===== src/rtl/riscv_pkg.sv =====
// Shared RV32I definitions: opcodes, multi-cycle FSM state encoding and
// the datapath mux select encodings driven by the control FSM.
package riscv_pkg;

   localparam logic [6:0] OP_LOAD   = 7'h03;
   localparam logic [6:0] OP_STORE  = 7'h23;
   localparam logic [6:0] OP_R      = 7'h33;
   localparam logic [6:0] OP_I      = 7'h13;
   localparam logic [6:0] OP_BRANCH = 7'h63;
   localparam logic [6:0] OP_JAL    = 7'h6F;
   localparam logic [6:0] OP_JALR   = 7'h67;
   localparam logic [6:0] OP_LUI    = 7'h37;
   localparam logic [6:0] OP_AUIPC  = 7'h17;

   typedef enum logic [3:0] {
      S_FETCH    = 4'd0,
      S_DECODE   = 4'd1,
      S_MEMADR   = 4'd2,
      S_MEMREAD  = 4'd3,
      S_MEMWB    = 4'd4,
      S_MEMWRITE = 4'd5,
      S_EXECR    = 4'd6,
      S_EXECI    = 4'd7,
      S_ALUWB    = 4'd8,
      S_BRANCH   = 4'd9,
      S_JAL      = 4'd10,
      S_JALR     = 4'd11,
      S_LINK     = 4'd12,
      S_LUI      = 4'd13,
      S_TRAP     = 4'd14
   } state_t;

   localparam logic [1:0] SRC_A_PC    = 2'b00;
   localparam logic [1:0] SRC_A_OLDPC = 2'b01;
   localparam logic [1:0] SRC_A_RS1   = 2'b10;

   localparam logic [1:0] SRC_B_RS2   = 2'b00;
   localparam logic [1:0] SRC_B_IMM   = 2'b01;
   localparam logic [1:0] SRC_B_FOUR  = 2'b10;

   localparam logic [1:0] ALU_ADD     = 2'b00;
   localparam logic [1:0] ALU_SUB     = 2'b01;
   localparam logic [1:0] ALU_FUNCT   = 2'b10;

   localparam logic [1:0] RES_ALUOUT    = 2'b00;
   localparam logic [1:0] RES_MEM       = 2'b01;
   localparam logic [1:0] RES_ALURESULT = 2'b10;
   localparam logic [1:0] RES_IMM       = 2'b11;

   typedef struct packed {
      logic       mem_req;
      logic       mem_wr;
      logic       adr_src;
      logic       ir_wr;
      logic       pc_wr;
      logic       reg_wr;
      logic [1:0] alu_src_a;
      logic [1:0] alu_src_b;
      logic [1:0] alu_op;
      logic [1:0] result_src;
   } ctrl_t;

endpackage


===== src/rtl/mc_ctrl_decode.sv =====
// Moore decode of the multi-cycle FSM state into the raw control vector.
// Handshake/branch gating of write enables is applied by the caller.
module mc_ctrl_decode
   import riscv_pkg::*;
(
   input  state_t state,
   output ctrl_t  ctrl
);

   always_comb begin
      ctrl = '0;
      case (state)
         S_FETCH: begin
            ctrl.mem_req    = 1'b1;
            ctrl.ir_wr      = 1'b1;
            ctrl.pc_wr      = 1'b1;
            ctrl.alu_src_a  = SRC_A_PC;
            ctrl.alu_src_b  = SRC_B_FOUR;
            ctrl.alu_op     = ALU_ADD;
            ctrl.result_src = RES_ALURESULT;
         end
         S_DECODE: begin
            ctrl.alu_src_a = SRC_A_OLDPC;
            ctrl.alu_src_b = SRC_B_IMM;
         end
         S_MEMADR: begin
            ctrl.alu_src_a = SRC_A_RS1;
            ctrl.alu_src_b = SRC_B_IMM;
         end
         S_MEMREAD: begin
            ctrl.mem_req = 1'b1;
            ctrl.adr_src = 1'b1;
         end
         S_MEMWB: begin
            ctrl.result_src = RES_MEM;
            ctrl.reg_wr     = 1'b1;
         end
         S_MEMWRITE: begin
            ctrl.mem_req = 1'b1;
            ctrl.mem_wr  = 1'b1;
            ctrl.adr_src = 1'b1;
         end
         S_EXECR: begin
            ctrl.alu_src_a = SRC_A_RS1;
            ctrl.alu_src_b = SRC_B_RS2;
            ctrl.alu_op    = ALU_FUNCT;
         end
         S_EXECI: begin
            ctrl.alu_src_a = SRC_A_RS1;
            ctrl.alu_src_b = SRC_B_IMM;
            ctrl.alu_op    = ALU_FUNCT;
         end
         S_ALUWB: begin
            ctrl.result_src = RES_ALUOUT;
            ctrl.reg_wr     = 1'b1;
         end
         S_BRANCH: begin
            ctrl.alu_src_a  = SRC_A_RS1;
            ctrl.alu_src_b  = SRC_B_RS2;
            ctrl.alu_op     = ALU_SUB;
            ctrl.result_src = RES_ALUOUT;
            ctrl.pc_wr      = 1'b1;
         end
         S_JAL: begin
            ctrl.alu_src_a  = SRC_A_OLDPC;
            ctrl.alu_src_b  = SRC_B_FOUR;
            ctrl.result_src = RES_ALUOUT;
            ctrl.pc_wr      = 1'b1;
         end
         S_JALR: begin
            ctrl.alu_src_a  = SRC_A_RS1;
            ctrl.alu_src_b  = SRC_B_IMM;
            ctrl.result_src = RES_ALURESULT;
            ctrl.pc_wr      = 1'b1;
         end
         S_LINK: begin
            ctrl.alu_src_a  = SRC_A_OLDPC;
            ctrl.alu_src_b  = SRC_B_FOUR;
            ctrl.result_src = RES_ALURESULT;
            ctrl.reg_wr     = 1'b1;
         end
         S_LUI: begin
            ctrl.result_src = RES_IMM;
            ctrl.reg_wr     = 1'b1;
         end
         default: ctrl = '0;
      endcase
   end

endmodule


===== src/rtl/mc_fsm.sv =====
// Multi-cycle RV32I main control FSM: state register, next-state logic,
// handshake gating of write enables, sticky trap flag and retire counter.
module mc_fsm
   import riscv_pkg::*;
#(
   parameter int unsigned P_CNT_W = 32
) (
   input  logic               iclk,
   input  logic               irst_n,
   input  logic [6:0]         iop,
   input  logic               imem_ready,
   input  logic               ibr_taken,
   output logic               omem_req,
   output logic               omem_wr,
   output logic               oadr_src,
   output logic               oir_wr,
   output logic               opc_wr,
   output logic               oreg_wr,
   output logic [1:0]         oalu_src_a,
   output logic [1:0]         oalu_src_b,
   output logic [1:0]         oalu_op,
   output logic [1:0]         oresult_src,
   output logic               otrap,
   output logic [P_CNT_W-1:0] oinstret
);

   state_t              state, state_nxt;
   ctrl_t               raw;
   logic                trap_q;
   logic [P_CNT_W-1:0]  instret_q;
   logic                retire;
   logic                pc_gate;

   mc_ctrl_decode u_decode (
      .state (state),
      .ctrl  (raw)
   );

   always_comb begin
      state_nxt = state;
      case (state)
         S_FETCH:    if (imem_ready) state_nxt = S_DECODE;
         S_DECODE: begin
            case (iop)
               OP_LOAD, OP_STORE: state_nxt = S_MEMADR;
               OP_R:              state_nxt = S_EXECR;
               OP_I:              state_nxt = S_EXECI;
               OP_BRANCH:         state_nxt = S_BRANCH;
               OP_JAL:            state_nxt = S_JAL;
               OP_JALR:           state_nxt = S_JALR;
               OP_LUI:            state_nxt = S_LUI;
               OP_AUIPC:          state_nxt = S_ALUWB;
               default:           state_nxt = S_TRAP;
            endcase
         end
         S_MEMADR:   state_nxt = (iop == OP_STORE) ? S_MEMWRITE : S_MEMREAD;
         S_MEMREAD:  if (imem_ready) state_nxt = S_MEMWB;
         S_MEMWB:    state_nxt = S_FETCH;
         S_MEMWRITE: if (imem_ready) state_nxt = S_FETCH;
         S_EXECR:    state_nxt = S_ALUWB;
         S_EXECI:    state_nxt = S_ALUWB;
         S_ALUWB:    state_nxt = S_FETCH;
         S_BRANCH:   state_nxt = S_FETCH;
         S_JAL:      state_nxt = S_ALUWB;
         S_JALR:     state_nxt = S_LINK;
         S_LINK:     state_nxt = S_FETCH;
         S_LUI:      state_nxt = S_FETCH;
         S_TRAP:     state_nxt = S_TRAP;
         default:    state_nxt = S_FETCH;
      endcase
   end

   assign retire = (state_nxt == S_FETCH) && (state != S_FETCH);

   always_ff @(posedge iclk or negedge irst_n) begin
      if (!irst_n) begin
         state     <= S_FETCH;
         trap_q    <= 1'b0;
         instret_q <= '0;
      end else begin
         state <= state_nxt;
         if (state_nxt == S_TRAP) trap_q <= 1'b1;
         if (retire) instret_q <= instret_q + 1'b1;
      end
   end

   // PC write in FETCH waits for the fetch to land; in BRANCH it follows the compare
   always_comb begin
      case (state)
         S_FETCH:  pc_gate = imem_ready;
         S_BRANCH: pc_gate = ibr_taken;
         default:  pc_gate = 1'b1;
      endcase
   end

   // Controls are held low for the whole reset interval, not only after the first edge
   always_comb begin
      omem_req    = 1'b0;
      omem_wr     = 1'b0;
      oadr_src    = 1'b0;
      oir_wr      = 1'b0;
      opc_wr      = 1'b0;
      oreg_wr     = 1'b0;
      oalu_src_a  = '0;
      oalu_src_b  = '0;
      oalu_op     = '0;
      oresult_src = '0;
      if (irst_n) begin
         omem_req    = raw.mem_req;
         omem_wr     = raw.mem_wr;
         oadr_src    = raw.adr_src;
         oir_wr      = raw.ir_wr & imem_ready;
         opc_wr      = raw.pc_wr & pc_gate;
         oreg_wr     = raw.reg_wr;
         oalu_src_a  = raw.alu_src_a;
         oalu_src_b  = raw.alu_src_b;
         oalu_op     = raw.alu_op;
         oresult_src = raw.result_src;
      end
   end

   assign otrap    = trap_q;
   assign oinstret = instret_q;

endmodule


===== config.mk =====
export PLATFORM = sky130hd
export DESIGN_NAME = mc_fsm
export DESIGN_NICKNAME = d
export VERILOG_FILES = /design/src/rtl/riscv_pkg.sv /design/src/rtl/mc_ctrl_decode.sv /design/src/rtl/mc_fsm.sv
export SDC_FILE = /design/constraint.sdc
export NUM_CORES = 1
export LEC_CHECK = 0
export ABC_AREA = 1
export BUFFER_PORTS_ARGS = -buffer_cell sky130_fd_sc_hd__buf_2
export CORE_ASPECT_RATIO = 1.2
export CORE_MARGIN = 2
export CORE_UTILIZATION = 56
export DETAILED_ROUTE_END_ITERATION = 16
export GPL_TIMING_DRIVEN = 1
export PLACE_DENSITY = 0.81
export SETUP_SLACK_MARGIN = 0.5
export SYNTH_ARGS = -nofsm -noshare
export SYNTH_HDL_FRONTEND = slang
export SYNTH_SLANG_ARGS = --single-unit
export TNS_END_PERCENT = 20

===== constraint.sdc =====
create_clock -name iclk -period 2.3 [get_ports iclk]
set_input_delay 0.345 -clock iclk [delete_from_list [all_inputs] [get_ports iclk]]
set_output_delay 0.345 -clock iclk [all_outputs]
set_load 0.02 [all_outputs]

==> summary.txt, run 1 <==
Outcome
  • Status: finished, final reports clean

STA
  • Slew margin rel.: 67.81%
  • Final hold vios: 0
  • Setup TNS: 0 ns
  • Slew @ Worst Pin: between 0.4 and 0.5 ns
  • Fmax: around 0.50 GHz
  • Clock skew: between 0.01 and 0.015 ns
  • Unrepaired setup endpoints after global routing: true
  • Minimum hold slack: between 0.1 and 0.15 ns
  • Max-slew violation count: 0
  • Minimum clock period: around 2.0 ns
  • Setup violations, final: 0
  • Tcrit/Tclk final: between 80% and 90%

Global routing
  • Initial antenna violation count: 0
  • Number of global-route vias before repair: around 3,100
  • Total grt overflow: 0
  • First-pass GRT wire length: around 14,000 microns
  • Gr busiest metal: met2
  • Total Routing Usage GR: about 32%
  • Met2 Use GR: 57.50%
  • Pin count of the biggest net entering global routing: 38
  • Global routing usage on met1: between 30% and 40%
  • Met3 usage: 5.205%

Synthesis
  • Mapped Nets: 463
  • Top-area cell type share of the netlist area: 32.79%
  • Most common cell in the synthesized netlist: nand2_1
  • Commonest cells in the netlist: nand2_1 (173), nor2_1 (69), nand3_1 (52)
  • Post-synth top flop: dfrtp_1
  • Mapped Avg Cell Area: around 6.3 sq um
  • Cell taking the most area after synthesis: dfrtp_1
  • Area of the mapped netlist: around 2800 sq um
  • Synth area leaders: dfrtp_1 (33%), nand2_1 (23%), nand3_1 (9.2%)
  • Yosys reg bits: 37
  • Post-synthesis sequential area ratio: about a third
  • Post-synth EDFFs: 0
  • FFs w/ async S/R, synth: 100.0%
  • Cells after synthesis: approximately 450
  • Yosys Warn Count: 0
  • Synth unique cells: 27

CTS
  • Clock root cell: clkbuf_8
  • Clock latency on the worst-skew pair: ~0.3 ns
  • CTS Sinks: 37
  • H-tree Lvls: 2
  • Num CTS Buffers: 5
  • Post-CTS Hold Fix Bufs: 0
  • CTS tree: done
  • Clk slew on worst S/H paths: about 0.07 ns
  • Bufs on Longest Clock Path: 2

Layout
  • Final Util: between 70% and 80%
  • Design area: 3588 sq um
  • Syn-to-layout area delta: 27.07%
  • Fill cells: a little over 400
  • Area of the multi-input gates: 1742 sq um
  • Antenna cells: 0
  • Share of cells above drive strength 1: a little under a quarter
  • Nets@finish: 545
  • FF+latch area: 930.9 sq um

Place
  • PortBufs: 57
  • Final Wtd Congestion: 0.9452
  • Placed cell area: 3174 sq um
  • DP Wirelength: 5609 microns

Routing
  • Initial drt markers: 130
  • DR vias: approximately 3,200
  • Drt total wl: between 8000 and 9000 microns
  • Drt first pass iters: 4
  • Wire length per cell: 13.81 microns
  • Antenna-violating nets left: 0
  • Vias per cell: roughly 5.4
  • Post-route DRC: 0

Power
  • Sw Share: about 44%
  • Peak supply drop: approximately 0.57 mV
  • PwrDens: around 1000 nW/um^2
  • P_int: 2.063 mW
  • Sw Pwr: between 1.5 and 2 mW
  • Logic pwr share: 62.3%
  • Total power: ~3.7 mW
  • Clock network fraction of total power: between 10% and 20%
  • Sequential share of power: between 20% and 30%
  • Leak pwr: roughly 1.9 nW

Worst setup path
  • Critical path, cell by cell: nor2_4 -> inv_4 -> nor2_4 -> buf_6 -> nor2_1 -> a211oi_2 -> buf_4
  • Critical path startpoint category: flop
  • Reg-to-Reg Start: state[2]$_DFF_PN0_
  • Crit. Startpoint: state[2]$_DFF_PN0_
  • Nature of the critical path endpoint: output port
  • Kind of critical path: reg2out
  • CP max stage delay: ~0.45 ns
  • Crit path capture: opc_wr
  • Most Frequent Cell on Critical Path: nor2_4
  • Crit Path Max Fanout: 4
  • Slowest CP cell: dfrtp_2
  • Worst Path Required: between 1.5 and 2 ns
  • Buf/Inv on CP: 3
  • Worst Path Arrival: 1.66 ns
  • Number of cells on the critical path: 7
  • FF-to-FF End: oinstret[17]$_DFFE_PN0P_
  • FF-to-FF path depth: 13
  • Worst reg2reg setup slack: just over 0.3 ns
  • Critical path's top delay family: flip-flops

Min path
  • Hold Path Class: in2async

Floorplanning
  • Row count: 28
  • Core ar.: between 4000 and 5000 sq um
  • I/O pins: just under 60
  • Die area: between 5000 and 6000 sq um
  • Die H: ~80 microns
  • Starting Density: between 50% and 60%
  • Chip width: between 60 and 70 microns

Run
  • Maxcap violations: 0
-- power by group through the flow --
stage | logic, mW | clock network, mW | registers (mW)
5_1_grt | 2.48 | 0.622 | 0.813
4_1_cts | 2.15 | 0.591 | 0.809
3_3_place_gp | 1.43 | 0 | 0.809
6_report | 2.30 | 0.588 | 0.808
2_1_floorplan | 1.14 | 0 | 0.857
3_5_place_dp | 1.45 | 0 | 0.813
-- placed cells by master, fill, tap and decap left out, types with 7 or more instances in the layout --
cell type	netlist	routed
buf_4	6	24
buf_2	0	54
inv_1	36	36
xor2_1	13	13
nand3b_1	7	7
dfrtp_1	37	33
nor2_1	69	66
nand3_1	52	50
nor3_1	11	11
nand2_1	173	169
nand4_1	7	7
-- registers in the layout, indices dropped and copies added, names as in the netlist --
name and flops:
oinstret 32, state 4, otrap 1
-- worst min-delay path by stage --
stage,slack (ns),depth (start not counted),startpoint,to
after global routing,0.18,2,irst_n,oinstret[12]$_DFFE_PN0P_
after detailed placement,0.46,2,irst_n,oinstret[12]$_DFFE_PN0P_
after floorplan,0.05,0,irst_n,oinstret[0]$_DFFE_PN0P_
final,0.13,2,irst_n,oinstret[12]$_DFFE_PN0P_
after global placement,0.46,2,irst_n,oinstret[11]$_DFFE_PN0P_
after CTS,0.15,2,irst_n,oinstret[12]$_DFFE_PN0P_
-- cell families after synthesis --
| group | Yosys count | share of synthesized area [%] |
|---|---|---|
| compound gates | 15 | 3.412 |
| xor+xnor | 19 | 5.893 |
| fa+ha+maj | 1 | 0.4430 |
| buf+inv | 53 | 8.639 |
| flops | 37 | 32.79 |
| simple gates | 326 | 48.83 |
-- cell type report --
| class | instances | area share, % |
|---|---|---|
| clock buffers | 7 | 2.406 |
| clock inverters | 1 | 0.8368 |
| inverters | 43 | 4.568 |
| multi-input cells | 362 | 48.54 |
| flip-flops and latches | 37 | 25.94 |
| well taps | 60 | 2.092 |
| repair buffers | 84 | 15.62 |
-- routing by layer --
metal	wire [microns]	share of wire, %
met1	3215	39
met2	4162	51
met3	437	5.3
met4	388	4.7
met5	0	0
-- what timing repair did --
| item | CTS | global route |
|---|---|---|
| resized for setup | 22 | 8 |
| buffers inserted | 15 | 2 |
| endpoints found under the setup margin | 41 | 47 |
| pin swaps | 9 | 4 |
| gates cloned | 2 | 0 |
-- stage by stage --
step                setup slack (ns)  cells
floorplan                     0.5599    451
finish                        0.2957    594
global route                  0.1924    594
detailed placement            0.3570    567
CTS                           0.3080    592
global placement              0.4038    567
No activity file was read; power rests on OpenSTA's default activity.
==> run 2, diff against run 1 <==
Settings changed: ABC_AREA 1 to not set, CORE_UTILIZATION 56 to 53, PLACE_DENSITY 0.81 to 0.8.
==> summary.txt, run 2 <==
Floorplanning
  • Die H: 76.32 microns (-6.7%)
  • Die area: 4904 sq um (-13%)
  • Chip width: 64.26 microns (-6.6%)
  • I/O pins: 58 (unchanged)
  • Core ar.: 4229 sq um (-14%)
  • Row count: 26 (-7.1%)
  • Starting Density: 54.62% (-3.0 points)

Worst setup path
  • Worst Path Arrival: 1.88 ns (+0.22 ns)
  • Buf/Inv on CP: 2 (-1)
  • Critical path startpoint category: flop
  • Worst reg2reg setup slack: 0.09 ns (-0.22 ns)
  • Worst Path Required: 1.96 ns (about the same)
  • Crit Path Max Fanout: 10 (+6)
  • Slowest CP cell: dfrtp_2
  • CP max stage delay: 0.48 ns (+0.03 ns)
  • FF-to-FF End: oinstret[24]$_DFFE_PN0P_
  • Kind of critical path: reg2out
  • Critical path, cell by cell: bufbuf_16 -> nor3_2 -> a21oi_1 -> nand2b_1 -> a21boi_1 -> buf_2
  • Reg-to-Reg Start: state[2]$_DFF_PN0_
  • Critical path's top delay family: buffers and inverters
  • Nature of the critical path endpoint: output port
  • FF-to-FF path depth: 9 (-4)

Power
  • Clock network fraction of total power: 13.1% (-2.8 points)
  • Sequential share of power: 24.6% (+2.8 points)
  • Sw Share: 40.69% (-3.6 points)
  • Sw Pwr: 1.395 mW (-15%)
  • Total power: 3.428 mW (-7.4%)
  • P_int: 2.033 mW (-1.4%)
  • Peak supply drop: 0.7979 mV (+39%)
  • Logic pwr share: 62.3% (about the same)
  • Leak pwr: 1.772 nW (-7.4%)
  • PwrDens: 1023 nW/um^2 (-0.81%)

Place
  • Placed cells: 359 (-37%)
  • DP Wirelength: 3979 microns (-29%)
  • Placed cell area: 2887 sq um (-9.1%)
  • Pre-CTS WS: -0.05044 ns (-0.4075 ns)
  • PortBufs: 57 (unchanged)
  • Final Wtd Congestion: 0.8746 (-7.5%)

STA
  • Final hold vios: 0 (unchanged)
  • Minimum hold slack: 0.2764 ns (+0.1481 ns)
  • Slew margin rel.: 69.78% (+2.0 points)
  • Setup TNS: 0 ns (unchanged)
  • Post-route setup slack: 0.07843 ns (-0.2173 ns)
  • Slew @ Worst Pin: 0.4492 ns (-0.03362 ns)
  • Max-slew violation count: 0 (unchanged)
  • Unrepaired setup endpoints after global routing: true
  • Clock skew: 0.006986 ns (-0.003047 ns)
  • Fmax: 0.4501 GHz (-9.8%)
  • Tcrit/Tclk final: 96.59% (+9.4 points)
  • Minimum clock period: 2.222 ns (+0.2173 ns)
  • Setup violations, final: 0 (unchanged)

CTS
  • H-tree Lvls: 2 (unchanged)
  • Num CTS Buffers: 5 (unchanged)
  • Clk slew on worst S/H paths: 0.07 ns (about the same)
  • Clock latency on the worst-skew pair: 0.29 ns (about the same)
  • Clock root cell: clkbuf_8
  • Bufs on Longest Clock Path: 2 (unchanged)
  • CTS Sinks: 37 (unchanged)
  • CTS tree: done

Routing
  • Initial drt markers: 197 (+52%)
  • Vias per cell: 5.613 (+3.3%)
  • Antenna-violating nets left: 0 (unchanged)
  • Wire length per cell: 16.31 microns (+18%)
  • Drt total wl: 6230 microns (-24%)
  • DR vias: 2,144 (-34%)
  • Drt first pass iters: 4 (unchanged)
  • Post-route DRC: 0 (unchanged)

Layout
  • Nets@finish: 338 (-38%)
  • Max FFs per register: 32 (unchanged)
  • Commonest non-fill, non-tap cell in the layout: buf_2
  • Commonest non-fill, non-tap cells in the layout: buf_2 (56), dfrtp_1 (36), xor2_1 (25)
  • Syn-to-layout area delta: 45.07%
  • Design area: 3351 sq um (-6.6%)
  • Final Util: 79.23% (+6.1 points)
  • Share of cells above drive strength 1: 42.94% (+20 points)
  • Final std cells w/o fill: 382 (-36%)
  • Antenna cells: 0 (unchanged)

Global routing
  • Pin count of the biggest net entering global routing: 38 (unchanged)
  • First-pass GRT wire length: 10,210 microns (-25%)
  • Total grt overflow: 0 (unchanged)
  • Initial antenna violation count: 0 (unchanged)
  • Total Routing Usage GR: 26.57% (-5.8 points)
  • Number of global-route vias before repair: 2,050 (-34%)

Synthesis
  • Top-area cell type share of the netlist area: 40.09% (+7.3 points)
  • Commonest cells in the netlist: dfrtp_1 (37), xor2_1 (26), nor3_1 (21)
  • Area of the mapped netlist: 2310 sq um (-18%)
  • Post-synth EDFFs: 0 (unchanged)
  • Mapped Nets: 252 (-46%)
  • Yosys reg bits: 37 (unchanged)
  • Cell taking the most area after synthesis: dfrtp_1
  • Most common cell in the synthesized netlist: dfrtp_1
  • Synth unique cells: 48 (+78%)
  • Yosys Warn Count: 0 (unchanged)
  • Synth area leaders: dfrtp_1 (40%), xor2_1 (9.9%), nor3_1 (4.6%)
  • Post-synthesis sequential area ratio: 40.09% (+7.3 points)
  • Post-synth top flop: dfrtp_1
  • Mapped Avg Cell Area: 9.624 sq um (+54%)
  • Cells after synthesis: 240 (-47%)
  • FFs w/ async S/R, synth: 100.0% (unchanged)

Min path
  • Hold Path Class: in2async

Run
  • Maxcap violations: 0 (unchanged)

Outcome
  • Status: finished, final reports clean
==> run 2: kinds of logic after synthesis <==
family                     count (synthesis)  share of synthesized area, %
adders and majority gates                  1                        0.5416
DFF                                       37                         40.09
and+or+nand+nor                          119                         34.02
muxes                                      1                        0.4875
xor gates and xnor gates                  34                         12.89
buffers and inverters                     22                         4.009
AOI/OAI and AO/OA                         26                         7.963
==> run 2: layout make-up <==
class | count | area (sq um)
Clock buffer | 7 | 86.33
Fill cell | 261 | 878.3
Inverter | 8 | 30.03
Multi-Input combinational cell | 181 | 1526
Sequential cell | 37 | 927.1
Tap cell | 56 | 70.07
Timing Repair Buffer | 93 | 710.7
==> run 2: timing repair <==
action,4_1_cts,5_1_grt
resized for setup,27,19
setup endpoints to repair,44,45
buffers inserted,9,4
cloned,3,0
pin swaps,14,12
hold buffers,0,0
==> run 2: power groups by stage <==
| stage | sequential [mW] | combinational, mW | clock (mW) |
|---|---|---|---|
| after floorplan | 0.880 | 1.01 | 0 |
| after global placement | 0.826 | 1.40 | 0 |
| after detailed placement | 0.831 | 1.43 | 0 |
| after CTS | 0.829 | 1.89 | 0.456 |
| after global routing | 0.857 | 2.27 | 0.485 |
| final | 0.843 | 2.14 | 0.448 |
==> run 2: worst max path at each step <==
| stage | startpoint | to | cells past startpoint |
|---|---|---|---|
| after floorplan | iop[3] | oinstret[27]$_DFFE_PN0P_ | 7 |
| after global placement | iop[3] | oinstret[27]$_DFFE_PN0P_ | 8 |
| after detailed placement | iop[3] | oinstret[10]$_DFFE_PN0P_ | 8 |
| after CTS | state[2]$_DFF_PN0_ | oresult_src[1] | 6 |
| after global routing | state[2]$_DFF_PN0_ | oinstret[24]$_DFFE_PN0P_ | 9 |
| final | state[2]$_DFF_PN0_ | oalu_src_b[0] | 6 |
==> run 2: worst register-to-register path, cell delays in order (launching register included) <==
cell	delay [ns]
dfrtp_2	0.46
buf_8	0.15
nor2_4	0.05
and2_4	0.15
a221o_1	0.38
nand4b_4	0.26
buf_6	0.18
buf_12	0.14
nor3b_4	0.19
xor2_1	0.17
==> run 2: layer usage <==
layer	vias to the layer above	track usage, %	part of all wire (%)
met4	0	9.362	1.1
met3	7	3.988	3.9
met2	58	44.79	54
met1	1058	34.68	41
met5	-	0	0
li1	1021	-	-
